$ cat config.mk
export PLATFORM = sky130hd
export DESIGN_NAME = mem_ctrl
export DESIGN_NICKNAME = d
export VERILOG_FILES = /design/src/rtl/mem_ctrl_pkg.sv /design/src/rtl/mem_byte_seq.sv /design/src/rtl/mem_ctrl.sv
export SDC_FILE = /design/constraint.sdc
export NUM_CORES = 1
export LEC_CHECK = 0
export ABC_AREA = 1
export BUFFER_PORTS_ARGS = -buffer_cell sky130_fd_sc_hd__buf_2
export CORE_UTILIZATION = 45
export DETAILED_ROUTE_END_ITERATION = 7
export MAX_ROUTING_LAYER = met4
export PLACE_DENSITY = 0.61
export SYNTH_ARGS = -nofsm -noshare
export SYNTH_HDL_FRONTEND = slang
export SYNTH_SLANG_ARGS = --single-unit
$ cat constraint.sdc
create_clock -name clk -period 5.6 [get_ports clk]
set_clock_uncertainty 0.05 [all_clocks]
set_input_delay 0.56 -clock clk [delete_from_list [all_inputs] [get_ports clk]]
set_output_delay 0.56 -clock clk [all_outputs]
set_load 0.05 [all_outputs]
$ cat src/rtl/mem_ctrl_pkg.sv
// Shared types and constants for the byte-serial memory controller.
package mem_ctrl_pkg;

  typedef enum logic [1:0] {
    IDLE  = 2'd0,
    IC_RD = 2'd1,
    LS_RD = 2'd2,
    LS_WR = 2'd3
  } state_t;

  localparam logic [1:0] SIZE_BYTE = 2'b00;
  localparam logic [1:0] SIZE_HALF = 2'b01;
  localparam logic [1:0] SIZE_WORD = 2'b10;

  localparam logic [31:0] IO_BASE_DEFAULT = 32'h0003_0000;

  // Reserved size 2'b11 is treated as a full word.
  function automatic logic [2:0] byte_count(input logic [1:0] size);
    case (size)
      SIZE_BYTE: return 3'd1;
      SIZE_HALF: return 3'd2;
      default:   return 3'd4;
    endcase
  endfunction

endpackage

$ cat src/rtl/mem_byte_seq.sv
// Serialises one 1/2/4-byte access onto the byte-wide RAM port: address stepping,
// little-endian read assembly, write byte select, IO back-pressure stall and done.
module mem_byte_seq
  import mem_ctrl_pkg::*;
#(
  parameter int          MEM_LAT = 1,
  parameter logic [31:0] IO_BASE = IO_BASE_DEFAULT
) (
  input  logic        clk,
  input  logic        rst,
  input  logic        start,
  input  logic        abort,
  input  logic        start_we,
  input  logic [31:0] start_addr,
  input  logic [2:0]  start_n,
  input  logic [31:0] start_wdata,
  input  logic [7:0]  mem_din,
  input  logic        io_buffer_full,
  output logic [31:0] mem_a,
  output logic [7:0]  mem_dout,
  output logic        mem_wr,
  output logic [31:0] rdata_next,
  output logic        done
);

  logic              busy_q, busy_d;
  logic              we_q, we_d;
  logic [31:0]       base_q, base_d;
  logic [2:0]        n_q, n_d;
  logic [2:0]        k_q, k_d;
  logic [2:0]        ck_q, ck_d;
  logic [31:0]       wdata_q, wdata_d;
  logic [31:0]       rdata_q, rdata_d;
  logic [MEM_LAT:0]  pipe_q, pipe_d;
  logic [31:0]       mem_a_q, mem_a_d;
  logic [7:0]        mem_dout_q, mem_dout_d;
  logic              mem_wr_q, mem_wr_d;

  logic              iss_en;
  logic              iss_we;
  logic [31:0]       iss_base;
  logic [2:0]        iss_k;
  logic [31:0]       iss_wdata;
  logic [31:0]       iss_addr;
  logic [7:0]        iss_byte;
  logic              stall;

  always_comb begin
    busy_d     = busy_q;
    we_d       = we_q;
    base_d     = base_q;
    n_d        = n_q;
    k_d        = k_q;
    ck_d       = ck_q;
    wdata_d    = wdata_q;
    rdata_d    = rdata_q;
    pipe_d     = {pipe_q[MEM_LAT-1:0], 1'b0};
    mem_a_d    = '0;
    mem_dout_d = '0;
    mem_wr_d   = 1'b0;
    rdata_next = rdata_q;
    done       = 1'b0;
    iss_en     = 1'b0;
    iss_we     = we_q;
    iss_base   = base_q;
    iss_k      = k_q;
    iss_wdata  = wdata_q;
    iss_byte   = '0;
    stall      = 1'b0;

    // Byte 0 is issued on the grant edge so the address appears in cycle 1.
    if (start) begin
      busy_d    = 1'b1;
      we_d      = start_we;
      base_d    = start_addr;
      n_d       = start_n;
      wdata_d   = start_wdata;
      rdata_d   = '0;
      ck_d      = '0;
      k_d       = '0;
      iss_en    = 1'b1;
      iss_we    = start_we;
      iss_base  = start_addr;
      iss_k     = '0;
      iss_wdata = start_wdata;
    end else if (busy_q && (k_q < n_q)) begin
      iss_en = 1'b1;
    end

    iss_addr = iss_base + {29'd0, iss_k};
    case (iss_k[1:0])
      2'd0:    iss_byte = iss_wdata[7:0];
      2'd1:    iss_byte = iss_wdata[15:8];
      2'd2:    iss_byte = iss_wdata[23:16];
      default: iss_byte = iss_wdata[31:24];
    endcase

    if (iss_en) begin
      mem_a_d = iss_addr;
      if (iss_we) begin
        // io_buffer_full is sampled one cycle ahead of the strobe it gates.
        stall      = io_buffer_full && (iss_addr >= IO_BASE);
        mem_dout_d = iss_byte;
        mem_wr_d   = !stall;
        if (!stall) k_d = iss_k + 3'd1;
      end else begin
        pipe_d[0] = 1'b1;
        k_d       = iss_k + 3'd1;
      end
    end

    if (busy_q && !we_q && pipe_q[MEM_LAT]) begin
      rdata_next[{ck_q[1:0], 3'b000} +: 8] = mem_din;
      rdata_d = rdata_next;
      ck_d    = ck_q + 3'd1;
      if (ck_q == n_q - 3'd1) begin
        done   = 1'b1;
        busy_d = 1'b0;
      end
    end

    if (busy_q && we_q && (k_q == n_q)) begin
      done   = 1'b1;
      busy_d = 1'b0;
    end

    if (abort) begin
      busy_d     = 1'b0;
      pipe_d     = '0;
      mem_a_d    = '0;
      mem_dout_d = '0;
      mem_wr_d   = 1'b0;
      done       = 1'b0;
    end
  end

  always_ff @(posedge clk) begin
    if (rst) begin
      busy_q     <= 1'b0;
      we_q       <= 1'b0;
      base_q     <= '0;
      n_q        <= '0;
      k_q        <= '0;
      ck_q       <= '0;
      wdata_q    <= '0;
      rdata_q    <= '0;
      pipe_q     <= '0;
      mem_a_q    <= '0;
      mem_dout_q <= '0;
      mem_wr_q   <= 1'b0;
    end else begin
      busy_q     <= busy_d;
      we_q       <= we_d;
      base_q     <= base_d;
      n_q        <= n_d;
      k_q        <= k_d;
      ck_q       <= ck_d;
      wdata_q    <= wdata_d;
      rdata_q    <= rdata_d;
      pipe_q     <= pipe_d;
      mem_a_q    <= mem_a_d;
      mem_dout_q <= mem_dout_d;
      mem_wr_q   <= mem_wr_d;
    end
  end

  assign mem_a    = mem_a_q;
  assign mem_dout = mem_dout_q;
  assign mem_wr   = mem_wr_q;

endmodule

$ cat src/rtl/mem_ctrl.sv
// Shares the byte-wide RAM port between instruction fetch and the load/store buffer.
// Define MEM_CTRL_RR_EN for round-robin arbitration; default is fixed LSB priority.
module mem_ctrl
  import mem_ctrl_pkg::*;
#(
  parameter int          MEM_LAT = 1,
  parameter logic [31:0] IO_BASE = IO_BASE_DEFAULT
) (
  input  logic        clk,
  input  logic        rst,
  input  logic        flush,
  input  logic        ic_req,
  input  logic [31:0] ic_addr,
  output logic [31:0] ic_data,
  output logic        ic_valid,
  input  logic        lsb_req,
  input  logic        lsb_we,
  input  logic [1:0]  lsb_size,
  input  logic [31:0] lsb_addr,
  input  logic [31:0] lsb_wdata,
  output logic [31:0] lsb_rdata,
  output logic        lsb_valid,
  input  logic [7:0]  mem_din,
  output logic [7:0]  mem_dout,
  output logic [31:0] mem_a,
  output logic        mem_wr,
  input  logic        io_buffer_full
);

  state_t      state_q, state_d;
  logic        ic_pend_q, ic_pend_d;
  logic [31:0] ic_addr_q, ic_addr_d;
  logic        lsb_pend_q, lsb_pend_d;
  logic        lsb_we_q, lsb_we_d;
  logic [1:0]  lsb_size_q, lsb_size_d;
  logic [31:0] lsb_addr_q, lsb_addr_d;
  logic [31:0] lsb_wdata_q, lsb_wdata_d;
  logic [31:0] ic_data_q, ic_data_d;
  logic        ic_valid_q, ic_valid_d;
  logic [31:0] lsb_rdata_q, lsb_rdata_d;
  logic        lsb_valid_q, lsb_valid_d;
`ifdef MEM_CTRL_RR_EN
  logic        last_lsb_q, last_lsb_d;
`endif

  logic        ic_avail, lsb_avail, grant_lsb;
  logic [31:0] ic_cur_addr, lsb_cur_addr, lsb_cur_wdata;
  logic        lsb_cur_we;
  logic [1:0]  lsb_cur_size;
  logic        start, abort, start_we, done;
  logic [31:0] start_addr, start_wdata, rdata_next;
  logic [2:0]  start_n;

  // A request pulse is granted on its own edge when idle, before it lands in pending.
  assign ic_avail      = (ic_pend_q || ic_req) && !flush;
  assign lsb_avail     = lsb_pend_q || lsb_req;
  assign ic_cur_addr   = ic_pend_q  ? ic_addr_q   : ic_addr;
  assign lsb_cur_we    = lsb_pend_q ? lsb_we_q    : lsb_we;
  assign lsb_cur_size  = lsb_pend_q ? lsb_size_q  : lsb_size;
  assign lsb_cur_addr  = lsb_pend_q ? lsb_addr_q  : lsb_addr;
  assign lsb_cur_wdata = lsb_pend_q ? lsb_wdata_q : lsb_wdata;

  always_comb begin
    state_d     = state_q;
    ic_pend_d   = ic_pend_q;
    ic_addr_d   = ic_addr_q;
    lsb_pend_d  = lsb_pend_q;
    lsb_we_d    = lsb_we_q;
    lsb_size_d  = lsb_size_q;
    lsb_addr_d  = lsb_addr_q;
    lsb_wdata_d = lsb_wdata_q;
    ic_data_d   = ic_data_q;
    ic_valid_d  = 1'b0;
    lsb_rdata_d = lsb_rdata_q;
    lsb_valid_d = 1'b0;
`ifdef MEM_CTRL_RR_EN
    last_lsb_d  = last_lsb_q;
`endif
    grant_lsb   = 1'b0;
    start       = 1'b0;
    abort       = 1'b0;
    start_we    = 1'b0;
    start_addr  = '0;
    start_n     = '0;
    start_wdata = '0;

    if (done && (state_q == IC_RD)) ic_pend_d = 1'b0;
    if (ic_req) begin
      ic_pend_d = 1'b1;
      ic_addr_d = ic_addr;
    end
    if (flush) ic_pend_d = 1'b0;

    if (done && ((state_q == LS_RD) || (state_q == LS_WR))) lsb_pend_d = 1'b0;
    if (lsb_req) begin
      lsb_pend_d  = 1'b1;
      lsb_we_d    = lsb_we;
      lsb_size_d  = lsb_size;
      lsb_addr_d  = lsb_addr;
      lsb_wdata_d = lsb_wdata;
    end

    case (state_q)
      IDLE: begin
        if (lsb_avail || ic_avail) begin
`ifdef MEM_CTRL_RR_EN
          grant_lsb  = lsb_avail && (!ic_avail || !last_lsb_q);
          last_lsb_d = grant_lsb;
`else
          grant_lsb  = lsb_avail;
`endif
          start = 1'b1;
          if (grant_lsb) begin
            start_we    = lsb_cur_we;
            start_addr  = lsb_cur_addr;
            start_n     = byte_count(lsb_cur_size);
            start_wdata = lsb_cur_wdata;
            state_d     = lsb_cur_we ? LS_WR : LS_RD;
          end else begin
            start_addr  = ic_cur_addr;
            start_n     = byte_count(SIZE_WORD);
            state_d     = IC_RD;
          end
        end
      end
      IC_RD: begin
        if (flush) begin
          abort   = 1'b1;
          state_d = IDLE;
        end else if (done) begin
          ic_valid_d = 1'b1;
          ic_data_d  = rdata_next;
          state_d    = IDLE;
        end
      end
      LS_RD: begin
        if (done) begin
          lsb_valid_d = 1'b1;
          lsb_rdata_d = rdata_next;
          state_d     = IDLE;
        end
      end
      LS_WR: begin
        if (done) begin
          lsb_valid_d = 1'b1;
          state_d     = IDLE;
        end
      end
      default: state_d = IDLE;
    endcase
  end

  always_ff @(posedge clk) begin
    if (rst) begin
      state_q     <= IDLE;
      ic_pend_q   <= 1'b0;
      ic_addr_q   <= '0;
      lsb_pend_q  <= 1'b0;
      lsb_we_q    <= 1'b0;
      lsb_size_q  <= '0;
      lsb_addr_q  <= '0;
      lsb_wdata_q <= '0;
      ic_data_q   <= '0;
      ic_valid_q  <= 1'b0;
      lsb_rdata_q <= '0;
      lsb_valid_q <= 1'b0;
    end else begin
      state_q     <= state_d;
      ic_pend_q   <= ic_pend_d;
      ic_addr_q   <= ic_addr_d;
      lsb_pend_q  <= lsb_pend_d;
      lsb_we_q    <= lsb_we_d;
      lsb_size_q  <= lsb_size_d;
      lsb_addr_q  <= lsb_addr_d;
      lsb_wdata_q <= lsb_wdata_d;
      ic_data_q   <= ic_data_d;
      ic_valid_q  <= ic_valid_d;
      lsb_rdata_q <= lsb_rdata_d;
      lsb_valid_q <= lsb_valid_d;
    end
  end

`ifdef MEM_CTRL_RR_EN
  // Reset to "IC last" so the first tie goes to the LSB, matching fixed priority.
  always_ff @(posedge clk) begin
    if (rst) last_lsb_q <= 1'b0;
    else     last_lsb_q <= last_lsb_d;
  end
`endif

  mem_byte_seq #(
    .MEM_LAT(MEM_LAT),
    .IO_BASE(IO_BASE)
  ) u_seq (
    .clk           (clk),
    .rst           (rst),
    .start         (start),
    .abort         (abort),
    .start_we      (start_we),
    .start_addr    (start_addr),
    .start_n       (start_n),
    .start_wdata   (start_wdata),
    .mem_din       (mem_din),
    .io_buffer_full(io_buffer_full),
    .mem_a         (mem_a),
    .mem_dout      (mem_dout),
    .mem_wr        (mem_wr),
    .rdata_next    (rdata_next),
    .done          (done)
  );

  assign ic_data   = ic_data_q;
  assign ic_valid  = ic_valid_q;
  assign lsb_rdata = lsb_rdata_q;
  assign lsb_valid = lsb_valid_q;

endmodule

==> impl_metrics.env, run 1 <==
export IMPL_peakVddDrop_mv=0.2217
export IMPL_hp_class="input pin to flop"
export IMPL_cts_made_buffers=35
export IMPL_seq_area_um2=6386
export IMPL_antenna_found_initial=7
export IMPL_synthTopCellsByArea="dfxtp_1 (43%), nand2_1 (14%), nor2_1 (8.7%), a21oi_1 (6.8%), o21ai_0 (6.1%)"
export IMPL_grt_pass1_vias=12990
export IMPL_synth_area_um2=14770
export IMPL_yosys_cell_count_top_type="nand2_1"
export IMPL_cts_buffer_depth=3
export IMPL_setup_violations=0
export IMPL_cp_arrival_ns=4.87
export IMPL_ys_types=46
export IMPL_route_detailed_drc=0
export IMPL_final_hold_viol_count=0
export IMPL_final_nets=2456
export IMPL_critPathMaxFanout=35
export IMPL_dp_hpwl_um=30350
export IMPL_cap_viol_max_count=0
export IMPL_slew_headroom=0.3348
export IMPL_dp_slack_ns=1.175
export IMPL_synthCells=2176
export IMPL_cp_start_kind="flop"
export IMPL_core_area_um2=31960
export IMPL_fmax_mhz=224.1
export IMPL_grt_pass1_wl_um=68480
export IMPL_synth_top_area_cell="dfxtp_1"
export IMPL_drv_slew=0
export IMPL_io_pins=220
export IMPL_ant_nets=0
export IMPL_clk_latency_ns=0.52
export IMPL_die_area_um2=33560
export IMPL_wl_um=43420
export IMPL_viasPerCell=5.084
export IMPL_outcome="finished clean"
export IMPL_drive_gt1_frac=0.1460
export IMPL_stdcell_area_um2=17200
export IMPL_fill_cells=3212
export IMPL_r2r_cells=27
export IMPL_slowest_stage="fa_1"
export IMPL_htreeDepth=2
export IMPL_die_y_um=183.2
export IMPL_crit_family="simple AND/OR/NAND/NOR gates"
export IMPL_synth_async_reset_ratio=0
export IMPL_multiInputGateArea_um2=7046
export IMPL_synth_edf_count=0
export IMPL_wl_per_cell_um=15.55
export IMPL_floorplan_rows=65
export IMPL_start_util=0.4622
export IMPL_ctsResizeCount=0
export IMPL_yosys_top_cells_count="nand2_1 (566), nor2_1 (343), dfxtp_1 (319)"
export IMPL_synthToLayoutAreaGrowth_pct=16.41
export IMPL_dr_pass1_iters=5
export IMPL_ys_seq_area_frac=0.4322
export IMPL_end_kind="flop"
export IMPL_leakage_nw=7.968
export IMPL_fin_tns_setup_ns=0
export IMPL_port_buffers=219
export IMPL_synth_seq_cells=319
export IMPL_synthFlopType="dfxtp_1"
export IMPL_syn_avg_cell_area_um2=6.790
export IMPL_route_vias_total=14190
export IMPL_instances_no_fill=2792
export IMPL_grt_ovfl_total=0
export IMPL_finalWeightedCongestion=0.9111
export IMPL_drt_iter0_drc=1115
export IMPL_tightest_slew_ns=0.9978
export IMPL_grt_max_degree=108
export IMPL_max_stage_delay_ns=0.42
export IMPL_fin_ws_ns=1.139
export IMPL_postPlaceCellArea_um2=15980
export IMPL_p_per_area_nw_per_um2=359.4
export IMPL_min_path_cells=2
export IMPL_fp_dieW_um=183.2
export IMPL_grt_setup_unrepaired="false"
export IMPL_grt_usage=0.2637
export IMPL_clockRootBuffer="clkbuf_16"
export IMPL_path_class="flop to flop"
export IMPL_cts_setup_buffers=0
export IMPL_cts_sinks=319
export IMPL_timing_critical_path_buf_inv=4
export IMPL_yosysWarningCount=0
export IMPL_hold_buffers=0
export IMPL_min_period_ns=4.461
export IMPL_yosys_area_top_type_share=0.4322
export IMPL_cts_tree="built"
export IMPL_cts_clk_slew_worst_paths_ns=0.06
export IMPL_place_inst=2723
export IMPL_cp_depth=27
export IMPL_synth_nets=2307
export IMPL_fin_crit_sh=0.7967
export IMPL_worstPathRequired_ns=6.01
==> final cells by class <==
type / instances / share of cell area
flip-flops and latches: 319 / 0.3713
repair buffers: 237 / 0.07173
multi-input cells: 1530 / 0.4096
diodes: 7 / 0.001018
clock inverters: 9 / 0.006911
clock buffers: 53 / 0.06315
well taps: 435 / 0.03165
inverters: 202 / 0.04459
==> worst reg2reg max path: cells and delay by family, from the launching register on <==
kind | cells | cell delay (ns)
DFF | 1 | 0.37
and+or+nand+nor | 21 | 2.46
buffers and inverters | 4 | 0.75
AOI/OAI and AO/OA | 1 | 0.37
adders and majority gates | 1 | 0.42
==> power breakdown <==
group          internal [mW]  switching, mW
combinational          0.354          0.938
sequential              2.44         0.0648
clock                   1.44          0.946
==> path summary, 6_finish.rpt <==
check                  start              end  slack (ns)
max reg2reg       state_q[0]     u_seq.k_q[2]        1.14
max               state_q[0]     u_seq.k_q[2]        1.14
min reg2reg  u_seq.pipe_q[0]  u_seq.pipe_q[1]        0.36
min           io_buffer_full     u_seq.mem_wr        0.21
==> metal layers <==
metal / part of all wire / GRT usage / routed length, um
met3: 0.061 / 0.03813 / 2654
met5: 0 / - / 0
met2: 0.46 / 0.4187 / 19880
met4: 0.028 / 0.08300 / 1215
met1: 0.45 / 0.3459 / 19670
==> stage by stage <==
stage	power (mW)	utilization	hold WS [ns]
2_1_floorplan	3.498	-	0.3436
3_3_place_gp	3.834	0.4999	0.3524
3_5_place_dp	3.845	0.4999	0.3551
4_1_cts	6.230	0.5376	0.2011
5_1_grt	6.500	0.5381	0.2013
6_report	6.182	0.5381	0.2125
==> cells in the final DEF (no fill, tap or decap), types with 2 or more instances in the layout <==
| master | instances |
|---|---|
| a211oi_1 | 46 |
| a21oi_1 | 201 |
| a22oi_1 | 6 |
| a31oi_1 | 2 |
| buf_2 | 218 |
| buf_4 | 19 |
| bufinv_16 | 2 |
| clkbuf_1 | 6 |
| clkbuf_16 | 37 |
| clkbuf_8 | 10 |
| clkinv_1 | 4 |
| clkinv_2 | 4 |
| clkinvlp_4 | 2 |
| dfxtp_1 | 319 |
| diode_2 | 7 |
| ha_1 | 17 |
| inv_1 | 191 |
| inv_2 | 4 |
| nand2_1 | 566 |
| nand2_2 | 7 |
| nand3_1 | 56 |
| nand3_2 | 3 |
| nand4_1 | 4 |
| nor2_1 | 342 |
| nor2_2 | 20 |
| nor2_4 | 4 |
| nor3_1 | 9 |
| o21ai_0 | 179 |
| o21ai_1 | 8 |
| o221ai_1 | 4 |
| o22ai_1 | 32 |
| o32ai_1 | 2 |
| or2_2 | 3 |
| xnor2_1 | 3 |
| xor2_1 | 4 |
==> kinds of logic (layout without fill, tap and decap cells) <==
logic type               count (synthesis)  in the layout  share of synthesized area
AO/OA/AOI/OAI                          486            486                     0.1801
XOR/XNOR                                 7              7                   0.004150
adder cells (fa/ha/maj)                 18             18                    0.01575
buffers and inverters                  327            501                    0.09138
flip-flops                             319            319                     0.4322
other                                    0              7                          0
AND/OR/NAND/NOR                       1019           1019                     0.2763
==> sequential cells by signal (all words and copies together), names as in the netlist, 8 cells and up <==
register and flops:
u_seq.wdata_q 32, u_seq.base_q 32, u_seq.mem_dout 8, lsb_rdata 32, lsb_addr_q 32, ic_addr_q 32, u_seq.rdata_q 32, ic_data 32
u_seq.mem_a 32, lsb_wdata_q 32
Power figures use the tool's default switching activity.
==> run 2: changes to the inputs <==
- ABC_AREA: 1 -> 0
- PLACE_DENSITY: 0.61 -> 0.64
- clock period: 5.6 -> 3.6 ns (I/O delays scaled with it)
==> run 2 against run 1 <==
The run now ends with negative setup slack left; power rose by 42%; design area fell by 0.17%; register-to-register slack got worse by 1.3 ns; critical path depth fell by 9; global-route usage fell by 1.8 points; first-iteration DRC count fell by 31%; die area fell by 7.1%; sequential cell count did not move; largest cell class unchanged.
==> impl_metrics.env, run 2 <==
export IMPL_worstPathRequired_ns=3.98
export IMPL_grt_setup_unrepaired="true"
export IMPL_clk_latency_ns=0.51
export IMPL_setup_violations=3
export IMPL_r2r_end="u_seq.k_q[1]"
export IMPL_viasPerCell=5.339
export IMPL_synthTopCellsByArea="dfxtp_1 (47%), nor2_1 (7.5%), mux2i_1 (7.2%), a211oi_1 (5.8%), a21oi_1 (3.9%)"
export IMPL_r2r_cells=18
export IMPL_cp_arrival_ns=4.16
export IMPL_final_hold_viol_count=0
export IMPL_route_detailed_drc=0
export IMPL_drive_gt1_frac=0.2550
export IMPL_yosys_cell_count_top_type="dfxtp_1"
export IMPL_tightest_slew_ns=1.024
export IMPL_min_period_ns=3.777
export IMPL_ys_seq_area_frac=0.4657
export IMPL_fin_crit_sh=1.049
export IMPL_cap_viol_max_count=0
export IMPL_route_vias_total=12030
export IMPL_floorplan_rows=63
export IMPL_end_kind="flop"
export IMPL_power_total_mw=8.797
export IMPL_wl_per_cell_um=16.75
export IMPL_grt_pass1_vias=11460
export IMPL_p_per_area_nw_per_um2=512.3
export IMPL_die_y_um=176.6
export IMPL_final_nets=1974
export IMPL_hp_start="ic_addr[19]"
export IMPL_synth_seq_cells=319
export IMPL_grt_usage=0.2458
export IMPL_regToRegSetupSlack_ns=-0.18
export IMPL_ant_nets=0
export IMPL_drv_slew=0
export IMPL_hold_end="ic_addr_q[19]"
export IMPL_cts_tree="built"
export IMPL_critPathMaxFanout=5
export IMPL_dp_hpwl_um=26600
export IMPL_slew_headroom=0.3171
export IMPL_cp_start_kind="flop"
export IMPL_dp_slack_ns=-0.5036
export IMPL_cts_sinks=319
export IMPL_start_util=0.4602
export IMPL_fp_dieW_um=176.6
export IMPL_synth_nets=1683
export IMPL_clockRootBuffer="clkbuf_16"
export IMPL_synth_edf_count=0
export IMPL_mostFrequentLayoutCells="dfxtp_1 (317), nor2_1 (271), buf_2 (217)"
export IMPL_htreeDepth=2
export IMPL_peakVddDrop_mv=0.4529
export IMPL_worstReg2RegStart="ic_pend_q"
export IMPL_fill_cells=2758
export IMPL_postPlaceCellArea_um2=15980
export IMPL_wl_um=37730
export IMPL_hp_class="input pin to flop"
export IMPL_synthToLayoutAreaGrowth_pct=25.21
export IMPL_synthFlopType="dfxtp_1"
export IMPL_synth_top_area_cell="dfxtp_1"
export IMPL_synth_area_um2=13710
export IMPL_final_common_cell="dfxtp_1"
export IMPL_grt_max_degree=126
export IMPL_cts_made_buffers=35
export IMPL_yosysWarningCount=0
export IMPL_yosys_area_top_type_share=0.4657
export IMPL_synth_async_reset_ratio=0
export IMPL_yosys_top_cells_count="dfxtp_1 (319), nor2_1 (273), nand2_1 (133)"
export IMPL_finalWeightedCongestion=0.8832
export IMPL_ys_types=62
export IMPL_violations="negative setup slack"
export IMPL_die_area_um2=31180
export IMPL_fin_tns_setup_ns=-0.4674
export IMPL_path_class="flop to flop"
export IMPL_core_area_um2=29800
export IMPL_io_pins=220
export IMPL_dr_pass1_iters=5
export IMPL_grt_ovfl_total=0
export IMPL_cts_buffer_depth=3
export IMPL_syn_avg_cell_area_um2=8.836
export IMPL_fmax_mhz=264.7
export IMPL_stdcell_area_um2=17170
export IMPL_drt_iter0_drc=769
export IMPL_grt_pass1_wl_um=59930
export IMPL_fin_hold_ws_ns=0.05697
export IMPL_outcome="finished, violations left"
export IMPL_antenna_found_initial=0
export IMPL_antenna_cells=0
export IMPL_port_buffers=219
export IMPL_fin_ws_ns=-0.1775
export IMPL_min_path_cells=3
export IMPL_cts_clk_slew_worst_paths_ns=0.06
export IMPL_synthCells=1552
export IMPL_leakage_nw=7.007
run 2: through the flow:
| step | util | instances |
|---|---|---|
| 2_1_floorplan | - | 1552 |
| 3_3_place_gp | 0.5364 | 2189 |
| 3_5_place_dp | 0.5364 | 2189 |
| 4_1_cts | 0.5741 | 2251 |
| 5_1_grt | 0.5763 | 2253 |
| 6_report | 0.5763 | 2253 |
run 2: critical path: stages (launching register included):
cell	delay [ns]
dfxtp_2	0.34
o21ba_4	0.22
o21ai_4	0.23
nand2_2	0.08
o21ai_2	0.07
ha_2	0.20
inv_2	0.04
fa_2	0.33
inv_1	0.06
a21o_1	0.13
o221ai_2	0.12
nor3_2	0.15
nand4_1	0.16
or4_4	0.45
a211oi_2	0.21
o2111a_2	0.26
a31oi_4	0.10
or3_4	0.40
a21oi_2	0.11
run 2: kinds of logic after synthesis:
| kind of cell | Yosys count | share of synthesized area |
|---|---|---|
| adder cells (fa/ha/maj) | 18 | 0.01697 |
| multiplexers | 110 | 0.08166 |
| flip-flops | 319 | 0.4657 |
| buffers and inverters | 138 | 0.04489 |
| AO/OA/AOI/OAI | 371 | 0.1825 |
| AND/OR/NAND/NOR | 563 | 0.1872 |
| XOR/XNOR | 33 | 0.02108 |
run 2: where the power goes:
part | internal (mW) | switching [mW] | total, mW
clock network | 1.93 | 1.39 | 3.32
registers | 3.73 | 0.0789 | 3.81
logic | 0.662 | 1.00 | 1.66
run 2: metal layers:
metal | global-route usage | vias up | wire [um]
li1 | - | 6027 | -
met1 | 0.3168 | 5666 | 17470
met2 | 0.4002 | 278 | 17750
met3 | 0.03424 | 58 | 1609
met4 | 0.07112 | 0 | 907
met5 | - | - | 0
run 2: timing repair:
action                     in CTS  in global routing
hold buffers                    0                  0
setup endpoints to repair       3                  4
buffers inserted                5                  2
pin swaps                      11                 10
gates resized for setup        11                 16
run 2: how the worst max path moves through the flow:
stage               slack [ns]  cells past startpoint  startpoint            to
global placement         -0.38                     18     lsb_req  u_seq.k_q[0]
finish                   -0.18                     18   ic_pend_q  u_seq.k_q[1]
global route             -0.36                     18   ic_pend_q  u_seq.k_q[1]
detailed placement       -0.50                     19     lsb_req  u_seq.k_q[0]
floorplan                -0.76                     23     lsb_req  u_seq.k_q[0]
CTS                      -0.19                     18  lsb_pend_q  u_seq.k_q[1]
run 2: final cells by class:
cell class | instances | area (um^2) | area share
Multi-Input combinational cell | 1095 | 6879 | 0.4006
Sequential cell | 319 | 6391 | 0.3722
Timing Repair Buffer | 371 | 2290 | 0.1334
Clock buffer | 50 | 1005 | 0.05851
Tap cell | 390 | 488.0 | 0.02842
Inverter | 21 | 78.83 | 0.004591
Clock inverter | 7 | 38.79 | 0.002259
